File: src/rtl/fe_btb_fetch.sv
`default_nettype none
// ============================================================================
// Module   : fe_btb_fetch
// Purpose  : Fetch-stage PC generator with a direct-mapped branch target
//            buffer and the FE->DE pipeline latch of a 5-stage RV32I core.
// Ports    : clk, reset (sync, active-high)
//            stall_de                          - hold PC and FE latch
//            redirect_valid / redirect_pc      - AGEX redirect
//            upd_valid/pc/target/taken         - AGEX branch resolution
//            imem_addr (out) / imem_rdata (in) - instruction memory
//            fe_valid, fe_inst, fe_pc, fe_pcplus, fe_pred_taken,
//            fe_pred_target, fe_inst_count     - FE->DE latch
// Revision : 1.0 - initial release
// ============================================================================
module fe_btb_fetch #(
    parameter int               DBITS    = 32,
    parameter int               INSTBITS = 32,
    parameter logic [DBITS-1:0] RESET_PC = '0,
    parameter int               BTB_IDX  = 4
) (
    input  logic                clk,
    input  logic                reset,
    input  logic                stall_de,
    input  logic                redirect_valid,
    input  logic [DBITS-1:0]    redirect_pc,
    input  logic                upd_valid,
    input  logic [DBITS-1:0]    upd_pc,
    input  logic [DBITS-1:0]    upd_target,
    input  logic                upd_taken,
    output logic [DBITS-1:0]    imem_addr,
    input  logic [INSTBITS-1:0] imem_rdata,
    output logic                fe_valid,
    output logic [INSTBITS-1:0] fe_inst,
    output logic [DBITS-1:0]    fe_pc,
    output logic [DBITS-1:0]    fe_pcplus,
    output logic                fe_pred_taken,
    output logic [DBITS-1:0]    fe_pred_target,
    output logic [DBITS-1:0]    fe_inst_count
);

    localparam int               C_ENTRIES = 1 << BTB_IDX;
    localparam int               C_TAGW    = DBITS - BTB_IDX - 2;
    localparam logic [DBITS-1:0] C_PC_STEP = DBITS'(4);
    localparam logic [1:0]       C_CTR_MAX = 2'b11;
    localparam logic [1:0]       C_CTR_MIN = 2'b00;
    localparam logic [1:0]       C_CTR_NEW = 2'b10;

    // ------------------------------------------------------------------
    // State
    // ------------------------------------------------------------------
    logic [DBITS-1:0]    pc_q, pc_d;
    logic [DBITS-1:0]    count_q;
    logic                fe_valid_q;
    logic [INSTBITS-1:0] fe_inst_q;
    logic [DBITS-1:0]    fe_pc_q;
    logic [DBITS-1:0]    fe_pcplus_q;
    logic                fe_pred_taken_q;
    logic [DBITS-1:0]    fe_pred_target_q;
    logic [DBITS-1:0]    fe_inst_count_q;

    logic [C_ENTRIES-1:0] btb_valid_q;
    logic [C_TAGW-1:0]    btb_tag_q    [C_ENTRIES];
    logic [DBITS-1:0]     btb_target_q [C_ENTRIES];
    logic [1:0]           btb_ctr_q    [C_ENTRIES];

    // ------------------------------------------------------------------
    // BTB lookup on the current fetch PC (reads pre-update contents)
    // ------------------------------------------------------------------
    logic [BTB_IDX-1:0] w_lk_idx;
    logic [C_TAGW-1:0]  w_lk_tag;
    logic               w_lk_hit;
    logic               w_pred_taken;
    logic [DBITS-1:0]   w_pred_target;
    logic [DBITS-1:0]   w_pc_plus4;

    assign w_lk_idx      = pc_q[BTB_IDX+1:2];
    assign w_lk_tag      = pc_q[DBITS-1:BTB_IDX+2];
    assign w_lk_hit      = btb_valid_q[w_lk_idx] && (btb_tag_q[w_lk_idx] == w_lk_tag);
    assign w_pred_taken  = w_lk_hit && btb_ctr_q[w_lk_idx][1];
    assign w_pred_target = btb_target_q[w_lk_idx];
    assign w_pc_plus4    = pc_q + C_PC_STEP;

    // ------------------------------------------------------------------
    // BTB update side
    // ------------------------------------------------------------------
    logic [BTB_IDX-1:0] w_up_idx;
    logic [C_TAGW-1:0]  w_up_tag;
    logic               w_up_hit;
    logic [1:0]         w_up_ctr_nxt;
    logic               w_unused_upd_lsb;

    assign w_up_idx = upd_pc[BTB_IDX+1:2];
    assign w_up_tag = upd_pc[DBITS-1:BTB_IDX+2];
    assign w_up_hit = btb_valid_q[w_up_idx] && (btb_tag_q[w_up_idx] == w_up_tag);

    // Byte offset of the resolved PC plays no part in indexing or tagging.
    assign w_unused_upd_lsb = ^upd_pc[1:0];

    // Two-bit saturating counter step.
    always_comb begin
        w_up_ctr_nxt = btb_ctr_q[w_up_idx];
        if (upd_taken) begin
            if (btb_ctr_q[w_up_idx] != C_CTR_MAX) begin
                w_up_ctr_nxt = btb_ctr_q[w_up_idx] + 2'b01;
            end
        end else begin
            if (btb_ctr_q[w_up_idx] != C_CTR_MIN) begin
                w_up_ctr_nxt = btb_ctr_q[w_up_idx] - 2'b01;
            end
        end
    end

    always_ff @(posedge clk) begin
        if (reset) begin
            btb_valid_q <= '0;
        end else if (upd_valid) begin
            if (w_up_hit) begin
                btb_ctr_q[w_up_idx] <= w_up_ctr_nxt;
                if (upd_taken) begin
                    btb_target_q[w_up_idx] <= upd_target;
                end
            end else if (upd_taken) begin
                // Miss on a taken branch: claim the slot, evicting any alias.
                btb_valid_q[w_up_idx]  <= 1'b1;
                btb_tag_q[w_up_idx]    <= w_up_tag;
                btb_target_q[w_up_idx] <= upd_target;
                btb_ctr_q[w_up_idx]    <= C_CTR_NEW;
            end
        end
    end

    // ------------------------------------------------------------------
    // Next-PC selection: redirect beats stall beats prediction
    // ------------------------------------------------------------------
    always_comb begin
        pc_d = w_pc_plus4;
        if (redirect_valid) begin
            pc_d = redirect_pc;
        end else if (stall_de) begin
            pc_d = pc_q;
        end else if (w_pred_taken) begin
            pc_d = w_pred_target;
        end
    end

    // ------------------------------------------------------------------
    // PC register, FE latch and sequence counter
    // ------------------------------------------------------------------
    always_ff @(posedge clk) begin
        if (reset) begin
            pc_q             <= RESET_PC;
            count_q          <= '0;
            fe_valid_q       <= 1'b0;
            fe_inst_q        <= '0;
            fe_pc_q          <= '0;
            fe_pcplus_q      <= '0;
            fe_pred_taken_q  <= 1'b0;
            fe_pred_target_q <= '0;
            fe_inst_count_q  <= '0;
        end else begin
            pc_q <= pc_d;
            if (redirect_valid) begin
                // Bubble is written even when DE is stalled; other fields
                // are left as they were since DE ignores them.
                fe_valid_q <= 1'b0;
            end else if (!stall_de) begin
                fe_valid_q       <= 1'b1;
                fe_inst_q        <= imem_rdata;
                fe_pc_q          <= pc_q;
                fe_pcplus_q      <= w_pc_plus4;
                fe_pred_taken_q  <= w_pred_taken;
                fe_pred_target_q <= w_pred_target;
                fe_inst_count_q  <= count_q;
                count_q          <= count_q + DBITS'(1);
            end
        end
    end

    assign imem_addr      = pc_q;
    assign fe_valid       = fe_valid_q;
    assign fe_inst        = fe_inst_q;
    assign fe_pc          = fe_pc_q;
    assign fe_pcplus      = fe_pcplus_q;
    assign fe_pred_taken  = fe_pred_taken_q;
    assign fe_pred_target = fe_pred_target_q;
    assign fe_inst_count  = fe_inst_count_q;

endmodule
`default_nettype wire

File: config.mk
export PLATFORM = sky130hd
export DESIGN_NAME = fe_btb_fetch
export DESIGN_NICKNAME = d
export VERILOG_FILES = /design/src/rtl/fe_btb_fetch.sv
export SDC_FILE = /design/constraint.sdc
export NUM_CORES = 1
export LEC_CHECK = 0
export CAP_MARGIN = 10
export CORE_MARGIN = 1.5
export CORE_UTILIZATION = 30
export CTS_BUF_LIST = sky130_fd_sc_hd__clkbuf_8 sky130_fd_sc_hd__clkbuf_16
export DETAILED_ROUTE_END_ITERATION = 7
export PLACE_DENSITY = 0.5
export SLEW_MARGIN = 30
export SYNTH_ARGS = -nofsm -noshare
export SYNTH_HDL_FRONTEND = slang
export SYNTH_SLANG_ARGS = --single-unit
File: constraint.sdc
create_clock -name clk -period 7.2 [get_ports clk]
set_input_delay 2.16 -clock clk [delete_from_list [all_inputs] [get_ports clk]]
set_output_delay 2.16 -clock clk [all_outputs]
set_load 0.05 [all_outputs]
==> summary.txt, run 1 <==
Post-route worst hold slack: 0.451 ns
Setup repair bufs after CTS: 0
Post-cts gate resize count: 0
Data required time of the worst path: 7.67 ns
Total wirelength of the detailed-routed design: 168 mm
Number of instances on the worst hold path: 2
Compound-cell area share of the yosys netlist: 4.48%
Async set or reset register ratio after synthesis: 0%
Share of synthesized cell area in full adder, half adder and majority cells: 0.0681%
Average size of a mapped cell: 16.1 um^2
Post-layout net count: 3662
Via-per-instance ratio: 5.19
Hold Path Class: flip-flop to flip-flop
Largest fanout of any net on the critical path: 37
Smallest setup slack after layout: 1.29 ns
Detailed Routing Iterations Pass 1: 5
Non-filler instance count after layout: 5858
Number of instances in the synthesized netlist: 3194
Max Clk Rate: 0.169 GHz
Total area of multi-input combinational cells: 0.0168 mm^2
Most instantiated flip-flop cell in the synthesis netlist: edfxtp_1
Synthesized-area fraction occupied by and/or/nand/nor cells: 6.97%
Estimated wirelength of the detail-placed design: 107 mm
Sequential cell area: 0.0337 mm^2
Final Slew Violations: 0
Die width: 417 um
Total power of the final layout: 16.2 mW
Arrival time of data at the critical path endpoint: 6.38 ns
Number of antenna violations at the first check in global routing: 28
Total placed cells including tap cells: 5604
Starting Density: 30.3%
Power density over the cells: 261 mW/mm^2
I/O pin cnt: 328
Worst slew pin tran: 0.998 ns
Net count of the mapped netlist: 3330
Warnings, synthesis: 0
Number of global-route vias before repair: 30500
Cell type contributing the most total cell area after synthesis: edfxtp_1
Via total after detailed routing: 30400
Kind of critical path: input pin to flip-flop
Total Negative Setup Slacks: 0 ns
Share of cell area taken by muxes after synthesis: 19.0%
Die area: 0.174 mm^2
First-pass GRT wire length: 236 mm
Clock network latency to the later pin of the worst-skew pair: 0.79 ns
GP Congestion: 0.821
Y dimension of the die: 417 um
Status: complete, no violations
Clock tree root driver cell: clkbuf_16
Xor-xnor portion of the synthesized cell area: 1.69%
Number of different library cells in the post-synthesis netlist: 75
Number of nets still failing antenna checks after routing: 0
Sink Count: 1204
Worst Hold Endpoint: fe_valid$_SDFFE_PP0N_
Clock tree from TritonCTS: yes
Post-synthesis instance area: 0.0514 mm^2
Count of cells along the worst register-to-register path: 12
Peak VDD IR: 0.253 mV
Main combinational cell family by area after synthesis: multiplexers
Synthesis-stage register bit count: 1204
Max Clock Skew: 0.0525 ns
Hold Violations, Final: 0
Global-route usage over all layers: 19.1%
# Max-Cap Violations: 0
Post-route DRC violation count: 0
Worst Setup End Kind: flip-flop
EDFF count, synth: 960
Average wire length per cell after detail routing: 28.6 um
Hold wc startpoint: fe_valid$_SDFFE_PP0N_
Cells taking the most area after synthesis: edfxtp_1, mux4_2, dfxtp_1
Clock edge transition at the registers on the reported setup and hold paths: 0.06 ns
Initial drt markers: 2701
Post-synthesis to final-layout area growth: 20.8%
Worst setup slack before clock tree synthesis: 0.442 ns
Endpoint of the worst register-to-register path: imem_addr[16]$_SDFFE_PP0N_
Launching element type of the critical path: input pin
Time the worst path needs with I/O delays and setup: 5.91 ns
Period Utilization, post-route: 82.1%
Max-Slew Margin vs Limit: 33.4%
Pin count of the biggest net entering global routing: 170
Fraction of layout cells with a size suffix above 1: 20.4%
H-tree Lvls: 4
PortBufs: 325
Seq/Total Area, Yosys: 65.6%
Unrepaired setup endpoints after global routing: no
Total gr overflow: 0
Row cnt: 151
# setup viols final: 0
Area of the core region: 0.170 mm^2
Worst reg-to-reg setup slack: 2.23 ns
Post-cts hold buffer count: 0
Filler instances: 16000
Maximum clock path buffer count: 3
Proportion of netlist area held by the largest area contributor: 56.1%
Leakage Power: 19.6 nW
Inserted Clock Buffers: 138
==> per-stage QoR <==
| step | util [%] | cell area [um^2] |
|---|---|---|
| 3_3_place_gp | 33.9 | 57600 |
| 5_1_grt | 36.6 | 62100 |
| 2_1_floorplan | - | 51400 |
| 6_report | 36.6 | 62100 |
| 3_5_place_dp | 33.9 | 57600 |
| 4_1_cts | 36.6 | 62100 |
==> report_power, final <==
part | total [mW] | internal, mW | switching, mW
sequential | 7.70 | 7.60 | 0.0974
clock | 6.91 | 3.91 | 2.99
combinational | 1.58 | 0.610 | 0.973
total | 16.2 | 12.1 | 4.06
==> sequential cells by signal, indices dropped and copies added (netlist names), 16 cells and up, named ones only <==
register        count
fe_pc              32
fe_pcplus          30
fe_pred_target     32
btb_target_q      512
btb_valid_q        16
btb_tag_q         416
fe_inst_count      32
count_q            32
btb_ctr_q          32
imem_addr          32
fe_inst            32
==> how the worst max path moves through the flow <==
stage,start,to,slack [ns],cells past startpoint
after floorplan,upd_pc[2],btb_tag_q[4][0]$_DFFE_PP_,0.07,12
after CTS,upd_pc[2],btb_ctr_q[13][0]$_DFFE_PP_,1.29,11
after detailed placement,upd_pc[2],btb_ctr_q[15][1]$_DFFE_PP_,0.44,11
final,upd_pc[2],btb_ctr_q[13][0]$_DFFE_PP_,1.29,11
after global placement,upd_pc[2],btb_ctr_q[13][0]$_DFFE_PP_,0.50,11
after global routing,upd_pc[2],btb_ctr_q[13][0]$_DFFE_PP_,1.09,11
==> worst max-delay path, stage by stage <==
cell,delay [ns]
clkbuf_8,0.42
buf_4,0.44
mux4_2,0.57
mux4_2,0.49
xnor2_1,0.35
nand4_1,0.24
nor2_1,0.25
nand4_1,0.25
or4b_4,0.65
a21oi_2,0.26
nor2b_1,0.25
==> routing by layer <==
metal,track usage (%),vias to the layer above,routed length (um)
li1,-,13300,-
met2,32.5,890,84500
met3,3.02,268,8200
met1,24.1,16000,67700
met4,8.25,8,7070
met5,0,-,55
==> placed cells by master, fill, tap and decap left out, drive strengths merged, types with 67 or more instances in the layout <==
cell type / instances
a21oi: 166
buf: 110
clkbuf: 147
clkdlybuf4s50: 318
dfxtp: 244
edfxtp: 960
mux2i: 139
mux4: 366
nand2: 328
nor2: 143
xnor2: 67
==> cell type report <==
class	instances	share of cell area (%)
Sequential cell	1204	54.3
Multi-Input combinational cell	1728	27.0
Timing Repair Buffer	430	6.79
Clock buffer	145	5.73
Tap cell	2218	4.47
Clock inverter	100	1.52
Inverter	24	0.147
Antenna cell	9	0.0363
==> synth_stat cells (all sizes together) (23+ instances only) <==
master and number:
xnor2 67, clkbuf 146, buf 92, mux4 366, nand3 34, dfxtp 244
nor2b 48, nor3 43, nand4 27, edfxtp 960, nand2 328, a22oi 32
inv 23, xor2 32, a211oi 25, o21ai 23, and3 29, a21oi 166
nor2 143, mux2i 139
==> cells by family after synthesis <==
family,after synthesis
flops,1204
simple gates,756
mux,516
compound gates,354
buf+inv,262
xor+xnor,99
fa+ha+maj,3
(Power assumes the default switching activity.)
==> inputs of run 2 (changes only) <==
- PLACE_DENSITY: 0.5 -> 0.48
- clock period: 7.2 -> 5.99 ns (I/O delays scaled with it)
==> run 2 against run 1 <==
Against the previous run: clock skew rose by 0.012 ns; worst hold slack got worse by 0.0052 ns; die area did not move; non-clock buffer count rose by 71; via count rose by 1.1%; cell count rose by 1.3%; critical path type unchanged; final area rose by 2.1%; power rose by 22%; clock-buffer cell count rose by 7; sequential power rose by 20%; core utilization rose by 0.76 points.
==> summary.txt, run 2 (synthesized netlist as in run 1, its figures left out) <==
Fraction of layout cells with a size suffix above 1: 22.3% (+1.9 points)
Max Clock Skew: 0.0647 ns (+0.0122 ns)
I/O pin cnt: 328 (unchanged)
Post-route DRC violation count: 0 (unchanged)
Period Utilization, post-route: 89.1%
Maximum clock path buffer count: 3 (unchanged)
Status: complete, no violations
Worst slew pin tran: 1.00 ns (+0.00438 ns)
Max Clk Rate: 0.187 GHz
Y dimension of the die: 417 um (unchanged)
Worst Setup End Kind: flip-flop
Met2 routed wirelength: 85.7 mm (+1.3%)
Worst setup slack before clock tree synthesis: -0.147 ns (-0.589 ns)
Highest metal layer used by the detailed router: met5
Time the worst path needs with I/O delays and setup: 5.34 ns
Wire length on met3: 7.76 mm (-5.4%)
Leakage Power: 20.2 nW (+2.8%)
Global-route usage over all layers: 19.7% (+0.59 points)
Kind of critical path: input pin to flip-flop
Most used cells in the layout excluding fill and tap cells: edfxtp_1, mux4_2, nand2_1, clkdlybuf4s50_1, dfxtp_1
Hold Violations, Final: 0 (unchanged)
Die width: 417 um (unchanged)
Row cnt: 151 (unchanged)
Via-per-instance ratio: 5.18 (-0.21%)
Average wire length per cell after detail routing: 29.0 um (+1.3%)
Clock edge transition at the registers on the reported setup and hold paths: 0.06 ns (about the same)
Die area: 0.174 mm^2 (unchanged)
H-tree Lvls: 4 (unchanged)
Pin count of the biggest net entering global routing: 175 (+2.9%)
PortBufs: 325 (unchanged)
Total Negative Setup Slacks: 0 ns (unchanged)
Sink Count: 1204 (unchanged)
Initial drt markers: 2800 (+3.7%)
Total power of the final layout: 19.8 mW (+22%)
Total gr overflow: 0 (unchanged)
Setup repair bufs after CTS: 0 (unchanged)
Wire length on met1: 70.8 mm (+4.6%)
Largest registers: btb_target_q: 512 flops, btb_tag_q: 416 flops
Clock tree root driver cell: clkbuf_16
Fraction of the core area covered by cells at the end of the flow: 37.3% (+0.76 points)
Register bank with the most flops: btb_target_q
Hold Path Class: flip-flop to flip-flop
Total placed cells including tap cells: 5675 (+1.3%)
GP Congestion: 0.835 (+1.8%)
Post-route cell area: 0.0634 mm^2 (+2.1%)
Post-cts gate resize count: 0 (unchanged)
Number of antenna violations at the first check in global routing: 24 (-14%)
Largest fanout of any net on the critical path: 24 (-35%)
Number of nets still failing antenna checks after routing: 0 (unchanged)
Power density over the cells: 313 mW/mm^2 (+20%)
Post-route worst hold slack: 0.445 ns (-0.00518 ns)
Peak VDD IR: 0.273 mV (+8.0%)
Arrival time of data at the critical path endpoint: 5.80 ns (-0.58 ns)
Most common cell after layout, fill and taps aside: edfxtp_1
Smallest setup slack after layout: 0.651 ns (-0.635 ns)
Flip-flop count of the largest register after layout: 512 (unchanged)
Placement-stage cell area: 0.0587 mm^2 (+1.9%)
First-pass GRT wire length: 243 mm (+3.0%)
Non-filler instance count after layout: 5937 (+1.3%)
Launching element type of the critical path: input pin
Data required time of the worst path: 6.45 ns (-1.22 ns)
Unrepaired setup endpoints after global routing: no
Post-synthesis to final-layout area growth: 23.3%
Clock network latency to the later pin of the worst-skew pair: 0.80 ns (about the same)
Post-cts hold buffer count: 0 (unchanged)
# Max-Cap Violations: 0 (unchanged)
Max-Slew Margin vs Limit: 33.1% (-0.25 points)
Starting Density: 30.3% (unchanged)
Clock tree from TritonCTS: yes
Estimated wirelength of the detail-placed design: 113 mm (+5.7%)
Number of global-route vias before repair: 31500 (+3.6%)
Total wirelength of the detailed-routed design: 172 mm (+2.6%)
Via total after detailed routing: 30800 (+1.1%)
Detailed Routing Iterations Pass 1: 5 (unchanged)
Post-layout net count: 3734 (+2.0%)
Final Slew Violations: 0 (unchanged)
# setup viols final: 0 (unchanged)
Inserted Clock Buffers: 139 (+0.72%)
Area of the core region: 0.170 mm^2 (unchanged)
[run 2: cell type report]
type                       count  area (um^2)
inverter                      24         92.6
multi-input combinational   1728        16800
fill                       15800       106000
sequential                  1204        33700
timing repair buffer         501         5240
clock buffer                 152         3680
tap                         2218         2780
antenna                       10         25.0
clock inverter               100         1030
[run 2: power by group]
part | switching, mW | internal (mW)
logic | 1.18 | 0.774
clock network | 3.64 | 4.96
registers | 0.137 | 9.13
total | 4.96 | 14.9
[run 2: layer usage]
layer,up-vias,global-route usage (%)
met4,6,8.89
met3,251,2.97
met2,868,33.1
li1,13400,-
met5,-,0
met1,16200,25.1
[run 2: worst paths after layout]
path,cells after the start,endpoint,from,slack (ns)
worst max-delay path,10,btb_ctr_q[5][1]$_DFFE_PP_,upd_pc[2],0.65
worst min-delay path,2,fe_inst_count[9]$_SDFFE_PP0P_,count_q[9]$_SDFFE_PP0P_,0.45
worst max register to register,11,imem_addr[28]$_SDFFE_PP0N_,flip-flop,0.85
worst min register to register,2,fe_inst_count[9]$_SDFFE_PP0P_,count_q[9]$_SDFFE_PP0P_,0.45
[run 2: worst max-delay path: stages]
cell and delay, ns:
clkbuf_8 0.32, buf_12 0.28, mux4_2 0.54, mux4_2 0.49, xnor2_1 0.32, nand4_1 0.19
or4_1 0.69, or4b_4 0.61, a21oi_2 0.25, nor2b_1 0.25
==> inputs of run 3 (changes only) <==
- PLACE_DENSITY: 0.48 -> 0.47
==> run 3 against run 2 <==
Against the previous run: clock skew fell by 0.0041 ns; critical path depth rose by 3; power fell by 1.0%; non-clock buffer count rose by 20; maximum frequency rose by 2.9%.
==> summary.txt, run 3 (synthesized netlist as in run 1, its figures left out) <==
Status: complete, no violations
Total Negative Setup Slacks: 0 ns (unchanged)
Largest fanout of any net on the critical path: 18 (-25%)
H-tree Lvls: 4 (unchanged)
Hold Path Class: flip-flop to flip-flop
Non-filler instance count after layout: 5961 (+0.40%)
Kind of critical path: input pin to flip-flop
Global-route usage over all layers: 19.8% (+0.13 points)
Clock tree root driver cell: clkbuf_16
Inserted Clock Buffers: 142 (+2.2%)
Pin count of the biggest net entering global routing: 187 (+6.9%)
GP Congestion: 0.830 (-0.68%)
Time the worst path needs with I/O delays and setup: 5.19 ns (-0.150 ns)
Worst slew pin tran: 1.04 ns (+0.0429 ns)
Power Internal: 14.6 mW (-1.6%)
Y dimension of the die: 417 um (unchanged)
Area of the core region: 0.170 mm^2 (unchanged)
Hold Violations, Final: 0 (unchanged)
Sink Count: 1204 (unchanged)
Leakage Power: 20.3 nW (+0.35%)
Detailed Routing Iterations Pass 1: 5 (unchanged)
Most common cell after layout, fill and taps aside: edfxtp_1
Power density over the cells: 309 mW/mm^2 (-1.1%)
Die width: 417 um (unchanged)
Number of nets still failing antenna checks after routing: 0 (unchanged)
Post-synthesis to final-layout area growth: 23.4% (about the same)
Final Slew Violations: 0 (unchanged)
Combinational share of power: 10.1% (+0.2 points)
Post-layout net count: 3757 (+0.62%)
Flip-flop count of the largest register after layout: 512 (unchanged)
Via total after detailed routing: 30900 (+0.35%)
Post-route worst hold slack: 0.451 ns (+0.00550 ns)
Clock network latency to the later pin of the worst-skew pair: 0.81 ns (about the same)
First-pass GRT wire length: 244 mm (+0.45%)
Cell-by-cell trace of the critical path: clkbuf_8 -> buf_12 -> buf_12 -> mux4_2 -> mux4_2 -> xnor2_1 -> nand4_1 -> nor2_1 -> nand4_1 -> nor2_2 -> or2_2 -> nor3_2 -> buf_12
Crit-path max cell delay: 0.76 ns (+0.07 ns)
Setup repair bufs after CTS: 0 (unchanged)
Post-route DRC violation count: 0 (unchanged)
Fraction of layout cells with a size suffix above 1: 22.5% (+0.21 points)
# Max-Cap Violations: 0 (unchanged)
Slowest stage cell on the critical path: nor3_2
Number of antenna violations at the first check in global routing: 25 (+4.2%)
Total wirelength of the detailed-routed design: 174 mm (+1.2%)
Largest registers: btb_target_q: 512 flops, btb_tag_q: 416 flops
Proportion of total power due to net switching: 25.5% (+0.45 points)
Peak VDD IR: 0.325 mV (+19%)
Clock group share of total power: 42.7% (-0.7 points)
Clock tree from TritonCTS: yes
I/O pin cnt: 328 (unchanged)
Crit-path most repeated cell: buf_12
Row cnt: 151 (unchanged)
Most used cells in the layout excluding fill and tap cells: edfxtp_1, mux4_2, nand2_1, clkdlybuf4s50_1, dfxtp_1
PortBufs: 325 (unchanged)
Worst Setup End Kind: flip-flop
Post-cts gate resize count: 0 (unchanged)
Estimated wirelength of the detail-placed design: 116 mm (+2.6%)
Max-Slew Margin vs Limit: 30.3% (-2.8 points)
Data required time of the worst path: 6.46 ns (about the same)
Initial drt markers: 2842 (+1.5%)
Total power of the final layout: 19.6 mW (-1.0%)
Maximum clock path buffer count: 3 (unchanged)
Arrival time of data at the critical path endpoint: 5.66 ns (-0.14 ns)
# setup viols final: 0 (unchanged)
Period Utilization, post-route: 86.6% (-2.5 points)
Starting Density: 30.3% (unchanged)
Post-cts hold buffer count: 0 (unchanged)
Unrepaired setup endpoints after global routing: no
Number of global-route vias before repair: 31500 (-0.070%)
Total gr overflow: 0 (unchanged)
Via-per-instance ratio: 5.18 (about the same)
Launching element type of the critical path: input pin
Die area: 0.174 mm^2 (unchanged)
Max Clock Skew: 0.0606 ns (-0.00411 ns)
Total placed cells including tap cells: 5695 (+0.35%)
Clock edge transition at the registers on the reported setup and hold paths: 0.06 ns (about the same)
P_sw: 4.99 mW (+0.76%)
Register bank with the most flops: btb_target_q
Reg power frac: 47.2% (+0.4 points)
Average wire length per cell after detail routing: 29.2 um (+0.80%)
Max Clk Rate: 0.193 GHz (+2.9%)
-- run 3: changes by cell type in the layout (fill, tap and decap cells not counted), sizes merged, moves of 4 or more --
cell / previous run / this run
buf: 181 / 201
bufinv: 11 / 6
clkbuf: 154 / 147
clkinv: 60 / 69
diode: 10 / 6
inv: 50 / 59
-- run 3: area by class of cell --
class,instances,area (um^2)
fillers,15900,106000
flip-flops and latches,1204,33700
multi-input cells,1728,16800
clock inverters,115,927
repair buffers,521,5460
well taps,2218,2780
diodes,6,15.0
inverters,24,91.3
clock buffers,145,3620
-- run 3: metrics by stage --
stage	util, %	setup slack (ns)	instance area [um^2]
after floorplan	-	-0.781	51500
after global placement	34.6	-0.229	58800
after detailed placement	34.7	-0.0427	58900
after CTS	37.3	0.786	63400
after global routing	37.4	0.645	63400
final	37.4	0.801	63400
-- run 3: layer usage --
layer	vias up	wire length (um)	global-route usage [%]
met5	-	41	0
met3	255	7410	2.76
met1	16300	71800	25.4
met4	6	6320	7.18
met2	819	88400	34.2
li1	13500	-	-
-- run 3: path summary, 6_finish.rpt --
kind | startpoint | to | slack (ns) | cells after the start
setup / recovery | upd_pc[2] | btb_tag_q[4][3]$_DFFE_PP_ | 0.80 | 13
hold / removal | fe_inst_count[14]$_SDFFE_PP0P_ | fe_inst_count[14]$_SDFFE_PP0P_ | 0.45 | 2
setup reg to reg | flip-flop | imem_addr[26]$_SDFFE_PP0N_ | 1.02 | 10
hold reg to reg | fe_inst_count[14]$_SDFFE_PP0P_ | fe_inst_count[14]$_SDFFE_PP0P_ | 0.45 | 2
-- run 3: power groups by stage --
stage	registers [mW]	clock network, mW	logic (mW)
after detailed placement	9.45	0	1.99
after floorplan	9.55	0	0.975
after global routing	9.28	8.89	2.08
final	9.27	8.38	1.97
after global placement	9.44	0	1.99
after CTS	9.27	8.59	2.00
-- run 3: critical path, delay by kind of cell --
family / cells / cell delay (ns)
xor+xnor: 1 / 0.17
buf+inv: 4 / 0.96
simple gates: 6 / 1.66
mux: 2 / 1.03
